==> src/rtl/encoder_pkg.sv <==
// rtl/encoder_pkg.sv - shared constants, FSM state type and index helper for the event encoder
package encoder_pkg;

  localparam int N  = 8;
  localparam int CW = 3;

  typedef enum logic {
    IDLE,
    SEND
  } state_t;

  function automatic logic [N-1:0] idx2mask(input logic [CW-1:0] idx);
    return N'(1) << idx;
  endfunction

endpackage

==> src/rtl/prio_enc8.sv <==
// rtl/prio_enc8.sv - combinational 8-to-3 priority encoder, highest set bit wins
module prio_enc8
  import encoder_pkg::*;
(
  input  logic [N-1:0]  i_vec,
  output logic [CW-1:0] o_idx,
  output logic          o_any
);

  // Ascending scan: the last (highest) set bit overwrites earlier matches.
  always_comb begin
    o_idx = '0;
    for (int i = 0; i < N; i++) begin
      if (i_vec[i]) begin
        o_idx = CW'(i);
      end
    end
  end

  assign o_any = |i_vec;

endmodule

==> src/rtl/encoder_8_3_evt.sv <==
// rtl/encoder_8_3_evt.sv - edge-captured 8-line event encoder emitting indices over valid/ready
module encoder_8_3_evt
  import encoder_pkg::*;
(
  input  logic          clk,
  input  logic          rst_n,
  input  logic          en,
  input  logic [N-1:0]  req,
  output logic [CW-1:0] code,
  output logic          valid,
  input  logic          ready,
  output logic [N-1:0]  pending,
  output logic          overflow
);

  logic [N-1:0]  r_req_q;
  logic [N-1:0]  r_pending;
  logic [CW-1:0] r_code;
  logic          r_valid;
  logic          r_overflow;
  state_t        r_state;

  state_t        w_state_nxt;
  logic          w_launch;
  logic [N-1:0]  w_edge;
  logic [N-1:0]  w_cap;
  logic [N-1:0]  w_clr;
  logic [N-1:0]  w_pend_nxt;
  logic          w_ovf;
  logic [CW-1:0] w_sel;
  logic          w_any;

  assign w_edge = req & ~r_req_q;

  prio_enc8 u_prio (
    .i_vec (r_pending),
    .o_idx (w_sel),
    .o_any (w_any)
  );

  always_comb begin
    w_state_nxt = r_state;
    w_launch    = 1'b0;
    case (r_state)
      IDLE: begin
        if (en && w_any) begin
          w_launch    = 1'b1;
          w_state_nxt = SEND;
        end
      end
      SEND: begin
        if (ready) begin
          if (en && w_any) begin
            w_launch = 1'b1;
          end else begin
            w_state_nxt = IDLE;
          end
        end
      end
      default: w_state_nxt = IDLE;
    endcase
  end

  // Capture is OR-ed in after the launch clear, so a same-bit edge keeps the bit pending.
  always_comb begin
    w_clr      = w_launch ? idx2mask(w_sel) : '0;
    w_cap      = en ? w_edge : '0;
    w_pend_nxt = (r_pending & ~w_clr) | w_cap;
    w_ovf      = |(w_cap & r_pending & ~w_clr);
  end

  always_ff @(posedge clk or negedge rst_n) begin
    if (!rst_n) begin
      r_state <= IDLE;
    end else begin
      r_state <= w_state_nxt;
    end
  end

  always_ff @(posedge clk or negedge rst_n) begin
    if (!rst_n) begin
      r_req_q    <= '0;
      r_pending  <= '0;
      r_code     <= '0;
      r_valid    <= 1'b0;
      r_overflow <= 1'b0;
    end else begin
      r_req_q    <= req;
      r_pending  <= w_pend_nxt;
      r_overflow <= w_ovf;
      r_valid    <= (w_state_nxt == SEND);
      if (w_launch) begin
        r_code <= w_sel;
      end
    end
  end

  assign code     = r_code;
  assign valid    = r_valid;
  assign pending  = r_pending;
  assign overflow = r_overflow;

endmodule

==> config.mk <==
export PLATFORM = sky130hd
export DESIGN_NAME = encoder_8_3_evt
export DESIGN_NICKNAME = d
export VERILOG_FILES = /design/src/rtl/encoder_pkg.sv /design/src/rtl/prio_enc8.sv /design/src/rtl/encoder_8_3_evt.sv
export SDC_FILE = /design/constraint.sdc
export NUM_CORES = 1
export LEC_CHECK = 0
export CAP_MARGIN = 10
export CORE_MARGIN = 2
export CORE_UTILIZATION = 46
export DETAILED_ROUTE_END_ITERATION = 12
export PLACE_DENSITY = 0.77
export SYNTH_ARGS = -nofsm -noshare
export SYNTH_HDL_FRONTEND = slang
export SYNTH_SLANG_ARGS = --single-unit
==> constraint.sdc <==
create_clock -name clk -period 2.1 [get_ports clk]
set_input_delay 0.42 -clock clk [delete_from_list [all_inputs] [get_ports clk]]
set_output_delay 0.42 -clock clk [all_outputs]
set_load 0.02 [all_outputs]
==> key figures <==
Status
  • Outcome: finished clean

Logic synthesis
  • Most used flip-flop cell after synthesis: dfrtp_1
  • FF+latch count, synth: 21
  • Asr flop ratio synth: 100%
  • Post-Synthesis Cells: 86
  • EDFF count, synth: 0
  • Syn. warnings: 0
  • Post-synth cell types: 29
  • Mapped Avg Cell Area: roughly 11 um^2
  • Post-Synthesis Cell Area: approximately 910 um^2
  • Mapped Nets: about 100
  • Post-synthesis sequential area ratio: around 58%

Setup path
  • Worst stage delay on the critical path: 0.68 ns
  • Worst Path Arrival: 1.51 ns
  • CP cell instances: clkdlybuf4s50_1
  • Bufs and invs on worst path: 1
  • Kind of critical path: flip-flop to output port
  • Slowest CP cell: clkdlybuf4s50_1
  • CP required: around 1.7 ns
  • Startpoint Class: flip-flop
  • Family with the most delay on the worst path: buffers and inverters
  • CP Max Fanout: 9
  • Endpoint class of the critical path: output port

Detailed routing
  • DR pass1 iterations: 4
  • WL final: between 1.5 and 2 mm
  • Via density: 5.21
  • DRC Markers: 0
  • 1st-iter DRT viols: 30
  • WL/cell: approximately 13 um
  • Antenna Nets Post-Route: 0
  • Via Count: 745

Timing
  • Setup tns final: 0 ns
  • Final Skew: 0.0109 ns
  • Post-route setup slack: between 0.15 and 0.2 ns
  • Fin. max-slew vios: 0
  • Fmax: 0.517 GHz
  • Fin crit share: a little over 90%
  • Relative slew slack: roughly 66%
  • Worst-Margin Slew: 0.504 ns
  • Final setup viols: 0
  • Final Hold Fails: 0
  • Final min period: 1.93 ns
  • RSZ-0062 raised after global routing: no

Die
  • FP Rows: 16
  • Initial core utilization: approximately 47%
  • Die Footprint: 2350 um^2
  • Core Area: 1920 um^2
  • # IOs: 25
  • Die Wd: 48.5 um
  • Die Height: 48.5 um

Global route
  • GRT Overall Usage: 18.2%
  • Vias in the first global route: 730
  • First-pass GRT wire length: roughly 3.3 mm
  • Initial antenna violation count: 0
  • Global route overflow: 0
  • Largest net degree at the start of global routing: 22

Clock tree
  • H-tree levels: 1
  • Clock transition at path regs: between 0.1 and 0.15 ns
  • TritonCTS Buffers: 3
  • Worst-skew pair later-pin latency: 0.31 ns
  • TritonCTS Sinks: 21
  • Post-CTS sizing: 0
  • Setup Buffers After CTS: 0
  • CTS max path bufs: 2
  • Hold-fix buffers, CTS: 0
  • CTS tree: done
  • Root buffer cell: clkbuf_4

Run
  • Max_cap viols: 0

Power and ir drop
  • LEAKAGE: 0.489 nW
  • Pwr Total: 1.02 mW
  • Peak supply drop: around 0.65 mV
  • Power Dens Cells: approximately 830 nW/um^2

Cells and area
  • Share of layout cells above drive strength 1: approximately 10%
  • N_diodes: 0
  • Area growth from synthesis to layout: 35.1%
  • Final net count: between 100 and 150
  • Final core utilization: a little under two thirds

Placement
  • Pre-CTS setup slack: between 0.15 and 0.2 ns
  • Routability cong.: around 0.83
  • Port Buf Inserts: 24
  • Hpwl dp: 1.41 mm

Hold path
  • Min-Delay Path Class: primary input to async pin
==> layer usage <==
layer  global-route usage (%)  part of all wire (%)  vias to the layer above
met1                     23.3                    45                      356
li1                         -                     -                      372
met2                     31.5                    50                       15
met4                     5.24                   1.0                        0
met5                        0                     0                        -
met3                     3.70                   3.8                        2
==> through the flow <==
step,area (um^2),hold slack [ns],cells
3_3_place_gp,1200,0.453,139
5_1_grt,1230,0.467,143
3_5_place_dp,1200,0.460,139
6_report,1230,0.447,143
2_1_floorplan,910,0.124,86
4_1_cts,1230,0.459,143
==> power breakdown <==
group          switching [mW]  internal [mW]
Clock                   0.119         0.0741
Combinational           0.152          0.153
Sequential             0.0645          0.456
Total                   0.335          0.683
==> cells by family after synthesis <==
family	share of synthesized area, %
simple gates	26.4
flops	57.8
compound gates	14.2
buf+inv	1.65
==> cell usage after synthesis (2+ instances only) <==
library cell  instances  area [um^2]
a21oi_1               5         25.0
dfrtp_1              21          526
inv_1                 3         11.3
nand2_1              13         48.8
nand3b_1              5         37.5
nand4_1               3         18.8
nor2_1                7         26.3
nor3_1                3         15.0
o21ai_0               4         20.0
o31ai_1               2         15.0
or3_1                 2         12.5
==> layout by cell type, fill, tap and decap left out, types with 2 or more instances in the layout <==
| master | instances |
|---|---|
| inv_1 | 3 |
| nor2_1 | 7 |
| nand3b_1 | 5 |
| o21ai_0 | 4 |
| nand2_1 | 13 |
| or3_1 | 2 |
| buf_4 | 3 |
| o31ai_1 | 2 |
| dfrtp_1 | 21 |
| a21oi_1 | 5 |
| clkbuf_4 | 3 |
| nand4_1 | 3 |
| nor3_1 | 3 |
| clkdlybuf4s50_1 | 24 |
==> flip-flops by register name, summed over array words and instances, names as in the netlist <==
name      flops
overflow      1
pending       8
code          3
r_req_q       8
valid         1
==> cell type report <==
type	count	area (um^2)
clock buffer	4	26.3
fill	160	693
inverter	3	11.3
multi-input combinational	61	369
sequential	21	526
tap	27	33.8
timing repair buffer	27	263
==> path summary, 6_finish.rpt <==
kind	startpoint	endpoint	slack (ns)	cells after the start
worst max-delay path	pending[6]$_DFF_PN0_	pending[6]	0.17	1
worst min-delay path	rst_n	r_req_q[4]$_DFF_PN0_	0.45	2
worst max register to register	pending[7]$_DFF_PN0_	overflow$_DFF_PN0_	0.28	5
worst min register to register	r_req_q[6]$_DFF_PN0_	pending[6]$_DFF_PN0_	0.47	1
max in group asynchronous	rst_n	r_req_q[5]$_DFF_PN0_	1.43	2
min in group clk	r_req_q[6]$_DFF_PN0_	pending[6]$_DFF_PN0_	0.47	1
(Power assumes the default switching activity.)
